<file path="config.mk">
export PLATFORM = sky130hd
export DESIGN_NAME = gpio_port_flat
export DESIGN_NICKNAME = d
export VERILOG_FILES = /design/src/rtl/gpio_pkg.sv /design/src/rtl/gpio_port_if.sv /design/src/rtl/gpio_sync.sv /design/src/rtl/gpio_port.sv /design/src/flat_wrapper.sv
export SDC_FILE = /design/constraint.sdc
export NUM_CORES = 1
export LEC_CHECK = 0
export BUFFER_PORTS_ARGS = -buffer_cell sky130_fd_sc_hd__buf_2
export CAP_MARGIN = 20
export CORE_MARGIN = 10
export CORE_UTILIZATION = 31
export CTS_BUF_LIST = sky130_fd_sc_hd__clkbuf_16
export DETAILED_ROUTE_END_ITERATION = 10
export PLACE_DENSITY = 0.63
export SLEW_MARGIN = 0
export SYNTH_ARGS = -nofsm -noshare
export SYNTH_HDL_FRONTEND = slang
export SYNTH_SLANG_ARGS = --single-unit
</file>
<file path="constraint.sdc">
create_clock -name clk -period 3.6 [get_ports clk]
set_clock_uncertainty 0.2 [all_clocks]
set_input_delay 0.72 -clock clk [delete_from_list [all_inputs] [get_ports clk]]
set_output_delay 0.72 -clock clk [all_outputs]
set_load 0.03 [all_outputs]
</file>
<file path="src/rtl/gpio_pkg.sv">
// Shared definitions for the GPIO port: register addresses and bus width.
package gpio_pkg;

  localparam int unsigned BUS_WIDTH = 32;

  localparam logic [2:0] GPIO_OUT     = 3'd0;
  localparam logic [2:0] GPIO_DIR     = 3'd1;
  localparam logic [2:0] GPIO_IN      = 3'd2;
  localparam logic [2:0] GPIO_IE      = 3'd3;
  localparam logic [2:0] GPIO_IS      = 3'd4;
  localparam logic [2:0] GPIO_RISE_EN = 3'd5;
  localparam logic [2:0] GPIO_FALL_EN = 3'd6;
  localparam logic [2:0] GPIO_TOGGLE  = 3'd7;

endpackage

</file>
<file path="src/rtl/gpio_port_if.sv">
// Peripheral bus seen by the GPIO port: word-addressed single-cycle read/write.
interface gpio_port_if;
  import gpio_pkg::*;

  logic [2:0]           addr;
  logic                 write;
  logic [BUS_WIDTH-1:0] writeData;
  logic                 read;
  logic [BUS_WIDTH-1:0] readData;

  modport master (output addr, output write, output writeData, output read, input readData);
  modport slave  (input addr, input write, input writeData, input read, output readData);

endinterface

</file>
<file path="src/rtl/gpio_sync.sv">
// Input synchroniser chain plus a one-edge-delayed copy for raw edge detection.
module gpio_sync #(
  parameter int unsigned WIDTH       = 8,
  parameter int unsigned SYNC_STAGES = 2
) (
  input  logic             clk,
  input  logic             reset,
  input  logic [WIDTH-1:0] gpio_in,
  output logic [WIDTH-1:0] sync_in,
  output logic [WIDTH-1:0] rise,
  output logic [WIDTH-1:0] fall
);

  logic [WIDTH-1:0] stage_q [SYNC_STAGES];
  logic [WIDTH-1:0] prev_q;

  always_ff @(negedge clk or posedge reset) begin
    if (reset) begin
      for (int s = 0; s < SYNC_STAGES; s++) begin
        stage_q[s] <= '0;
      end
      prev_q <= '0;
    end else begin
      stage_q[0] <= gpio_in;
      for (int s = 1; s < SYNC_STAGES; s++) begin
        stage_q[s] <= stage_q[s-1];
      end
      prev_q <= stage_q[SYNC_STAGES-1];
    end
  end

  assign sync_in = stage_q[SYNC_STAGES-1];
  assign rise    = sync_in & ~prev_q;
  assign fall    = ~sync_in & prev_q;

endmodule

</file>
<file path="src/rtl/gpio_port.sv">
// Memory-mapped GPIO port: output/direction registers, synchronised inputs with
// per-pin edge capture into W1C status bits, and a maskable level interrupt.
module gpio_port
  import gpio_pkg::*;
#(
  parameter int unsigned      WIDTH       = 8,
  parameter int unsigned      SYNC_STAGES = 2,
  parameter logic [WIDTH-1:0] OUT_RESET   = '0
) (
  input  logic             clk,
  input  logic             reset,
  gpio_port_if.slave       bus,
  input  logic [WIDTH-1:0] gpio_in,
  output logic [WIDTH-1:0] gpio_out,
  output logic [WIDTH-1:0] gpio_oe,
  output logic             irq
);

  logic [WIDTH-1:0] out_q, out_d;
  logic [WIDTH-1:0] dir_q, dir_d;
  logic [WIDTH-1:0] ie_q, ie_d;
  logic [WIDTH-1:0] is_q, is_d;
  logic [WIDTH-1:0] rise_en_q, rise_en_d;
  logic [WIDTH-1:0] fall_en_q, fall_en_d;

  logic [WIDTH-1:0] sync_in, rise, fall;
  logic [WIDTH-1:0] wdata;
  logic [WIDTH-1:0] rdata;
  logic [BUS_WIDTH-1:0] rdata_ext;
  logic unused_wdata;

  gpio_sync #(
    .WIDTH       (WIDTH),
    .SYNC_STAGES (SYNC_STAGES)
  ) u_sync (
    .clk     (clk),
    .reset   (reset),
    .gpio_in (gpio_in),
    .sync_in (sync_in),
    .rise    (rise),
    .fall    (fall)
  );

  assign wdata        = bus.writeData[WIDTH-1:0];
  assign unused_wdata = ^bus.writeData;

  always_comb begin
    out_d     = out_q;
    dir_d     = dir_q;
    ie_d      = ie_q;
    rise_en_d = rise_en_q;
    fall_en_d = fall_en_q;
    is_d      = is_q;
    if (bus.write) begin
      case (bus.addr)
        GPIO_OUT:     out_d     = wdata;
        GPIO_DIR:     dir_d     = wdata;
        GPIO_IE:      ie_d      = wdata;
        GPIO_IS:      is_d      = is_q & ~wdata;
        GPIO_RISE_EN: rise_en_d = wdata;
        GPIO_FALL_EN: fall_en_d = wdata;
        GPIO_TOGGLE:  out_d     = out_q ^ wdata;
        default:      ;
      endcase
    end
    // Events are applied after the W1C so a same-edge set wins over a clear.
    is_d = is_d | (rise & rise_en_q) | (fall & fall_en_q);
  end

  always_ff @(negedge clk or posedge reset) begin
    if (reset) begin
      out_q     <= OUT_RESET;
      dir_q     <= '0;
      ie_q      <= '0;
      is_q      <= '0;
      rise_en_q <= '0;
      fall_en_q <= '0;
    end else begin
      out_q     <= out_d;
      dir_q     <= dir_d;
      ie_q      <= ie_d;
      is_q      <= is_d;
      rise_en_q <= rise_en_d;
      fall_en_q <= fall_en_d;
    end
  end

  always_comb begin
    rdata = '0;
    case (bus.addr)
      GPIO_OUT:     rdata = out_q;
      GPIO_DIR:     rdata = dir_q;
      GPIO_IN:      rdata = sync_in;
      GPIO_IE:      rdata = ie_q;
      GPIO_IS:      rdata = is_q;
      GPIO_RISE_EN: rdata = rise_en_q;
      GPIO_FALL_EN: rdata = fall_en_q;
      default:      rdata = '0;
    endcase
  end

  always_comb begin
    rdata_ext             = '0;
    rdata_ext[WIDTH-1:0]  = rdata;
  end

  assign bus.readData = bus.read ? rdata_ext : '0;
  assign gpio_out     = out_q;
  assign gpio_oe      = dir_q;
  assign irq          = |(is_q & ie_q);

endmodule
</file>
<file path="src/flat_wrapper.sv">
// flat-port wrapper written by rule: the top's interface ports become plain ports
module gpio_port_flat import gpio_pkg::*;
#(
  parameter int unsigned      WIDTH       = 8,
  parameter int unsigned      SYNC_STAGES = 2,
  parameter logic [WIDTH-1:0] OUT_RESET   = '0
)
  (clk, reset, gpio_in, gpio_out, gpio_oe, irq, bus_addr, bus_write, bus_writeData, bus_read, bus_readData);
  gpio_port_if bus_i ();
  input  logic clk;
  input  logic reset;
  input  logic [WIDTH-1:0] gpio_in;
  output logic [WIDTH-1:0] gpio_out;
  output logic [WIDTH-1:0] gpio_oe;
  output logic irq;
  input wire logic [$bits(bus_i.addr)-1:0] bus_addr;
  input wire logic [$bits(bus_i.write)-1:0] bus_write;
  input wire logic [$bits(bus_i.writeData)-1:0] bus_writeData;
  input wire logic [$bits(bus_i.read)-1:0] bus_read;
  output wire logic [$bits(bus_i.readData)-1:0] bus_readData;
  assign bus_i.addr = bus_addr;
  assign bus_i.write = bus_write;
  assign bus_i.writeData = bus_writeData;
  assign bus_i.read = bus_read;
  assign bus_readData = bus_i.readData;
  gpio_port #(.WIDTH(WIDTH), .SYNC_STAGES(SYNC_STAGES), .OUT_RESET(OUT_RESET)) u_core (.clk(clk), .reset(reset), .bus(bus_i), .gpio_in(gpio_in), .gpio_out(gpio_out), .gpio_oe(gpio_oe), .irq(irq));
endmodule
</file>
==> results.sh, run 1 <==
export IMPL_vias=2750
export IMPL_port_buffers=47
export IMPL_setup_viol=25
export IMPL_clk_pin_slew_ns=0.04
export IMPL_cp_data_arrival_time_ns=3.38
export IMPL_crit_type="reg2out"
export IMPL_met1_length_mm=4.17
export IMPL_numCtsBuffers=9
export IMPL_utilization=0.513
export IMPL_yosysWarnings=0
export IMPL_h_tree_depth=3
export IMPL_crit_chain="mux4_2 -> mux2i_2 -> nor2_2 -> buf_6"
export IMPL_status="finished with violations"
export IMPL_drtPass1Iterations=4
export IMPL_synth_top_family_by_area="multiplexers"
export IMPL_rsz0062_at_grt="true"
export IMPL_synth_compound_area_share=0.102
export IMPL_coreArea_um2=10400
export IMPL_netlist_area_um2=3360
export IMPL_wl_per_cell_um=18.3
export IMPL_p_per_area_nw_per_um2=565
export IMPL_p_leak_uw=0.00241
export IMPL_ys_flop_type="dfrtn_1"
export IMPL_async_reset_ff_frac=1.00
export IMPL_cts_buffer_depth=2
export IMPL_drcViolationCount=0
export IMPL_syn_inst=284
export IMPL_cts_tree="built"
export IMPL_synth_xor_area_share=0
export IMPL_die_h_um=124
export IMPL_failed_checks="setup timing"
export IMPL_grt_overflow_total=0
export IMPL_final_net_count=469
export IMPL_areaGrowthSynthToFinish_pct=59.0
export IMPL_grt_usage=0.134
export IMPL_grt_max_degree=73
export IMPL_final_layout_size_suffix_gt1_frac=0.569
export IMPL_total_power_uw=3020
export IMPL_yosysTopAreaCell="dfrtn_1"
export IMPL_max_stage_delay_ns=0.48
export IMPL_die_area_um2=15400
export IMPL_clk_latency_ns=0.34
export IMPL_drt_iter0_markers=131
export IMPL_start_kind="flop"
export IMPL_numClockSinks=72
export IMPL_path_delay_family="multiplexers"
export IMPL_synth_avg_cell_area_um2=11.8
export IMPL_rows=37
export IMPL_setup_ws_ns=-0.698
export IMPL_synth_cell_types=36
export IMPL_initial_core_util=0.322
export IMPL_via_per_inst=4.88
export IMPL_clockRootBuffer="clkbuf_16"
export IMPL_fin_setup_tns_ns=-7.54
export IMPL_fp_dieW_um=124
export IMPL_synth_top_cell_area_share=0.537
export IMPL_antenna_found_initial=0
export IMPL_dpl_hpwl_mm=7.08
export IMPL_top_layer="met4"
export IMPL_cp_buffers_inverters=1
export IMPL_ys_seq_area_frac=0.537
export IMPL_worstSetupEndpointType="primary output"
export IMPL_wl_met2_mm=5.23
export IMPL_post_place_ws_ns=-0.435
export IMPL_synthAdderAreaFrac=0
export IMPL_grt_pass1_vias=2943
export IMPL_hold_violations=0
export IMPL_ir_worst_vdd_v=0.000279
export IMPL_met3_length_um=770
export IMPL_synthTopCellsByCount="dfrtn_1 (72), mux2_2 (39), nand2_1 (31)"
export IMPL_synth_edf_count=0
export IMPL_grt_pass1_wl_mm=15.9
export IMPL_max_cap_viol_count=0
export IMPL_wl_mm=10.3
export IMPL_synth_area_leaders="dfrtn_1 (54%), mux2_2 (13%), buf_4 (5.4%), nand2_1 (3.5%), mux2i_1 (2.4%)"
export IMPL_synthMuxAreaShare=0.175
export IMPL_cp_required_ns=2.68
export IMPL_gp_congestion=0.824
export IMPL_drv_slew=0
export IMPL_post_synth_and_or_nand_nor_area_fraction=0.105
export IMPL_n_antenna_cell=0
export IMPL_path_max_fanout=2
export IMPL_ys_ff_latch=72
export IMPL_min_path_type="reg2reg"
export IMPL_ant_nets=0
export IMPL_ioPinCount=96
export IMPL_yosysMostFrequentCell="dfrtn_1"
export IMPL_hold_buffers=0
export IMPL_crit_slowest_cell="mux4_2"
-- where the power goes --
part | leakage [uW] | switching (uW) | internal [uW]
Clock | 0.000185 | 341 | 812
Combinational | 0.00138 | 394 | 442
Sequential | 0.000847 | 85.7 | 941
Total | 0.00241 | 821 | 2200
-- per-stage QoR --
stage               cell area, um2  hold slack (ns)  std cells
CTS                           5140           0.0947        551
finish                        5340           0.0926        563
global placement              4350           0.0933        527
detailed placement            4350           0.0952        527
global route                  5340           0.0991        563
floorplan                     3690           0.0917        307
-- final timing paths --
path	start	end	slack, ns	cells after the start
worst max-delay path	u_core.gpio_out[2]	bus_readData[2]	-0.70	4
worst min-delay path	u_core.u_sync.stage_q[11]	u_core.u_sync.sync_in[3]	0.09	0
worst max register to register	u_core.u_sync.sync_in[2]	u_core.is_q[2]	2.31	5
min in group asynchronous	reset	u_core.u_sync.stage_q[15]	1.97	3
max in group asynchronous	reset	u_core.u_sync.stage_q[11]	0.91	3
worst min register to register	u_core.u_sync.stage_q[11]	u_core.u_sync.sync_in[3]	0.09	0
-- kinds of logic (layout without fill, tap and decap cells) --
group,Yosys count,count (layout)
AOI/OAI and AO/OA,49,49
buffers and inverters,40,160
DFF,72,72
muxes,50,50
other,1,24
and+or+nand+nor,72,72
-- cell type report --
type,count,area (um2)
Clock inverter,7,158
Timing Repair Buffer,140,1230
Inverter,4,22.5
Sequential cell,72,1800
Clock buffer,9,225
Tap cell,136,170
Multi-Input combinational cell,195,1730
Fill cell,913,5080
-- routing by layer --
metal | vias to the layer above | GRT usage
li1 | 1262 | -
met1 | 1390 | 0.165
met2 | 85 | 0.223
met3 | 13 | 0.0348
met4 | 0 | 0.0446
met5 | - | 0
-- layout by cell type (no fill, tap or decap), types with 6 or more instances in the layout --
master,netlist,routed
a21oi_2,0,6
conb_1,1,24
mux2i_1,8,7
dfrtn_1,72,72
buf_2,5,19
mux2_4,0,11
buf_6,3,43
nand2_1,31,30
a22oi_2,0,6
buf_4,24,70
clkbuf_16,0,9
mux2_2,39,28
nor2_1,17,12
-- what timing repair did --
action / in CTS / in global routing
pin swaps: 10 / 13
hold endpoints to repair: 0 / 0
resized for setup: 88 / 29
setup buffers: 14 / 18
endpoints found under the setup margin: 36 / 37
No activity file was read; power rests on OpenSTA's default activity.
==> run 2, diff against run 1 <==
- PLACE_DENSITY: 0.63 -> 0.65
- clock period: 3.6 -> 3.5 ns (I/O delays scaled with it)
==> results.sh, run 2 (synthesis gave the netlist of run 1 again) <==
export IMPL_wl_per_cell_um=17.9
export IMPL_dpl_hpwl_mm=7.10
export IMPL_final_layout_size_suffix_gt1_frac=0.589
export IMPL_die_area_um2=15400
export IMPL_drv_slew=0
export IMPL_clk_pin_slew_ns=0.04
export IMPL_h_tree_depth=3
export IMPL_final_net_count=480
export IMPL_rsz0062_at_grt="true"
export IMPL_ioPinCount=96
export IMPL_coreArea_um2=10400
export IMPL_grt_usage=0.131
export IMPL_p_per_area_nw_per_um2=524
export IMPL_clockRootBuffer="clkbuf_16"
export IMPL_drcViolationCount=0
export IMPL_hold_violations=0
export IMPL_port_buffers=47
export IMPL_n_antenna_cell=0
export IMPL_hold_depth=0
export IMPL_path_max_fanout=2
export IMPL_numCtsBuffers=9
export IMPL_setup_ws_ns=-0.708
export IMPL_fin_setup_tns_ns=-8.60
export IMPL_numClockSinks=72
export IMPL_min_path_type="reg2reg"
export IMPL_antenna_found_initial=0
export IMPL_use_met3=0.0403
export IMPL_hold_buffers=0
export IMPL_cp_data_arrival_time_ns=3.31
export IMPL_drtPass1Iterations=4
export IMPL_initial_core_util=0.322
export IMPL_wl_mm=10.3
export IMPL_fp_dieW_um=124
export IMPL_layout_commonest_cell="buf_4"
export IMPL_grt_pass1_vias=2887
export IMPL_mostFrequentLayoutCells="buf_4 (75), dfrtn_1 (72), buf_6 (49)"
export IMPL_die_h_um=124
export IMPL_areaGrowthSynthToFinish_pct=61.1
export IMPL_cts_tree="built"
export IMPL_failed_checks="setup timing"
export IMPL_grt_util_met2=0.212
export IMPL_max_cap_viol_count=0
export IMPL_clk_latency_ns=0.34
export IMPL_ant_nets=0
export IMPL_vias=2766
export IMPL_worstSetupEndpointType="primary output"
export IMPL_grt_busiest_layer="met2"
export IMPL_grt_max_degree=38
export IMPL_cp_required_ns=2.60
export IMPL_grt_overflow_total=0
export IMPL_crit_type="reg2out"
export IMPL_cts_buffer_depth=2
export IMPL_ff2ff_path_depth=6
export IMPL_setup_viol=32
export IMPL_stdcell_count=574
export IMPL_met1_usage=0.165
export IMPL_status="finished with violations"
export IMPL_start_kind="flop"
export IMPL_rows=37
export IMPL_gp_congestion=0.846
export IMPL_drt_iter0_markers=95
export IMPL_p_leak_uw=0.00247
export IMPL_dpl_cell_count=531
export IMPL_ir_worst_vdd_v=0.000295
export IMPL_via_per_inst=4.82
export IMPL_grt_pass1_wl_mm=15.4
==> run 2: worst max-delay path: stages (launching register included) <==
cell	delay, ns
dfrtn_1	0.36
mux2_4	0.29
a221oi_4	0.24
buf_4	0.16
nor3_4	0.03
buf_6	0.14
==> run 2: what timing repair did <==
action / in CTS / in global routing
endpoints found under the hold margin: 0 / 0
endpoints found under the setup margin: 40 / 38
pin swaps: 23 / 14
setup buffers: 17 / 19
cloned: 0 / 0
resized for setup: 101 / 28
==> run 2: stage by stage <==
stage / cell area [um2] / total power, uW / hold WS, ns / utilization / setup slack [ns]
floorplan: 3690 / 1470 / 0.0917 / - / -0.426
global placement: 4420 / 1730 / 0.0924 / 0.425 / -0.461
detailed placement: 4420 / 1740 / 0.0952 / 0.425 / -0.498
CTS: 5190 / 2790 / 0.0951 / 0.499 / -0.719
global route: 5410 / 2960 / 0.0980 / 0.519 / -0.732
finish: 5410 / 2830 / 0.0925 / 0.519 / -0.708
==> run 2: final cells by class <==
cell class / count / area, um2
inverter: 4 / 22.5
multi-input combinational: 195 / 1780
tap: 136 / 170
fill: 898 / 5010
clock buffer: 9 / 225
clock inverter: 7 / 56.3
sequential: 72 / 1800
timing repair buffer: 151 / 1360
==> run 2: report_power, final <==
| part | switching (uW) | internal (uW) |
|---|---|---|
| combinational | 416 | 487 |
| sequential | 86.0 | 968 |
| clock | 336 | 540 |
| total | 838 | 1990 |
==> run 2: worst paths after layout <==
kind	start	end	slack, ns
worst max-delay path	u_core.gpio_oe[0]	bus_readData[0]	-0.71
worst min-delay path	u_core.u_sync.stage_q[14]	u_core.u_sync.sync_in[6]	0.09
worst max register to register	u_core.gpio_oe[0]	u_core.gpio_oe[0]	1.98
worst min register to register	u_core.u_sync.stage_q[14]	u_core.u_sync.sync_in[6]	0.09
max in group asynchronous	reset	u_core.u_sync.stage_q[14]	0.84
min in group asynchronous	reset	u_core.u_sync.stage_q[12]	1.76
==> run 2: per-layer routing <==
layer / wire length, um / share of wire
met1: 4280 / 0.42
met5: 0 / 0
met4: 159 / 0.016
met2: 5140 / 0.50
met3: 673 / 0.066
==> run 3, diff against run 2 <==
- REMOVE_ABC_BUFFERS: default -> 1
==> results.sh, run 3 (synthesis gave the netlist of run 1 again) <==
export IMPL_worstHoldEndpoint="u_core.u_sync.sync_in[6]"
export IMPL_p_per_area_nw_per_um2=543
export IMPL_rsz0062_at_grt="true"
export IMPL_layout_commonest_cell="buf_4"
export IMPL_max_cap_viol_count=0
export IMPL_ioPinCount=96
export IMPL_via_per_inst=4.92
export IMPL_multi_input_area_um2=1560
export IMPL_register_area_um2=1800
export IMPL_p_leak_uw=0.00235
export IMPL_grt_pass1_wl_mm=15.4
export IMPL_mostFrequentLayoutCells="buf_4 (75), dfrtn_1 (72), buf_6 (43)"
export IMPL_cp_required_ns=2.60
export IMPL_die_h_um=124
export IMPL_initial_core_util=0.322
export IMPL_hold_start="u_core.u_sync.stage_q[14]"
export IMPL_setup_ws_ns=-0.698
export IMPL_cts_tree="built"
export IMPL_final_net_count=471
export IMPL_die_area_um2=15400
export IMPL_worst_pin_slew_ns=0.595
export IMPL_total_power_uw=2760
export IMPL_cp_data_arrival_time_ns=3.30
export IMPL_grt_pass1_vias=2920
export IMPL_wl_per_cell_um=18.0
export IMPL_port_buffers=47
export IMPL_n_antenna_cell=0
export IMPL_fp_dieW_um=124
export IMPL_min_path_type="reg2reg"
export IMPL_setup_viol=37
export IMPL_regToRegStartpoint="u_core.gpio_out[1]"
export IMPL_fin_setup_tns_ns=-8.27
export IMPL_drv_slew=0
export IMPL_drt_iter0_markers=121
export IMPL_status="finished with violations"
export IMPL_hold_buffers=0
export IMPL_failed_checks="setup timing"
export IMPL_final_layout_size_suffix_gt1_frac=0.550
export IMPL_coreArea_um2=10400
export IMPL_start_kind="flop"
export IMPL_clk_latency_ns=0.34
export IMPL_crit_type="reg2out"
export IMPL_r2r_end="u_core.gpio_out[1]"
export IMPL_antenna_found_initial=0
export IMPL_rows=37
export IMPL_grt_overflow_total=0
export IMPL_grt_usage=0.130
export IMPL_clk_pin_slew_ns=0.04
export IMPL_vias=2782
export IMPL_path_max_fanout=2
export IMPL_numClockSinks=72
export IMPL_grt_util_met2=0.205
export IMPL_areaGrowthSynthToFinish_pct=51.2
export IMPL_clockRootBuffer="clkbuf_16"
export IMPL_fillCellCount=933
export IMPL_rrSetupSlack_ns=2.18
export IMPL_ff2ff_path_depth=5
export IMPL_maxSlewHeadroom=0.600
export IMPL_hold_violations=0
export IMPL_drtPass1Iterations=4
export IMPL_grt_max_degree=37
export IMPL_met1_usage=0.160
export IMPL_dpl_hpwl_mm=7.00
export IMPL_ir_worst_vdd_v=0.000279
export IMPL_h_tree_depth=3
export IMPL_ant_nets=0
export IMPL_numCtsBuffers=9
export IMPL_hold_depth=0
export IMPL_drcViolationCount=0
export IMPL_use_met3=0.0416
export IMPL_gp_congestion=0.826
export IMPL_wl_mm=10.2
export IMPL_grt_busiest_layer="met2"
export IMPL_worstSetupEndpointType="primary output"
export IMPL_cts_buffer_depth=2
-- run 3: cell type report --
class / instances / area share
sequential: 72 / 0.355
clock inverter: 7 / 0.0155
timing repair buffer: 142 / 0.242
tap: 136 / 0.0335
clock buffer: 9 / 0.0444
multi-input combinational: 195 / 0.307
inverter: 4 / 0.00296
-- run 3: repair_timing --
action                     CTS  global route
resized for setup           92            30
pin swaps                   17            17
buffers inserted            16            16
setup endpoints to repair   64            61
-- run 3: per-layer routing --
layer / share of wire / wire [um]
met1: 0.41 / 4170
met2: 0.47 / 4810
met3: 0.094 / 954
met4: 0.023 / 238
met5: 0 / 0
-- run 3: worst max-delay path by stage --
stage                            startpoint                   to  slack (ns)  cells after the start
final                        u_core.ie_q[2]      bus_readData[2]       -0.70                      4
after global routing      u_core.gpio_oe[0]      bus_readData[0]       -0.77                      4
after CTS                    u_core.ie_q[2]      bus_readData[2]       -0.70                      4
after detailed placement        bus_addr[0]       u_core.is_q[0]       -0.49                      7
after global placement          bus_addr[1]    u_core.gpio_oe[3]       -0.44                      5
after floorplan                       reset  u_core.fall_en_q[0]       -0.86                      1
-- run 3: worst max-delay path, stage by stage (launching register included) --
cell and delay (ns):
dfrtn_1 0.35, mux4_2 0.46, mux2i_1 0.13, nor2_1 0.07, buf_4 0.19
-- run 3: through the flow --
| stage | hold slack [ns] | cells | utilization | setup WS (ns) | cell area, um2 |
|---|---|---|---|---|---|
| 2_1_floorplan | 0.0917 | 271 | - | -0.861 | 3190 |
| 3_3_place_gp | 0.0926 | 528 | 0.401 | -0.443 | 4180 |
| 3_5_place_dp | 0.0961 | 528 | 0.401 | -0.494 | 4180 |
| 4_1_cts | 0.0956 | 555 | 0.470 | -0.700 | 4900 |
| 5_1_grt | 0.0976 | 565 | 0.487 | -0.767 | 5080 |
| 6_report | 0.0939 | 565 | 0.487 | -0.698 | 5080 |
-- run 3: power breakdown --
| part | internal [uW] | leakage (uW) | switching [uW] |
|---|---|---|---|
| Clock | 557 | 0.000139 | 366 |
| Sequential | 967 | 0.000847 | 87.2 |
| Combinational | 411 | 0.00137 | 370 |
| Total | 1940 | 0.00235 | 823 |
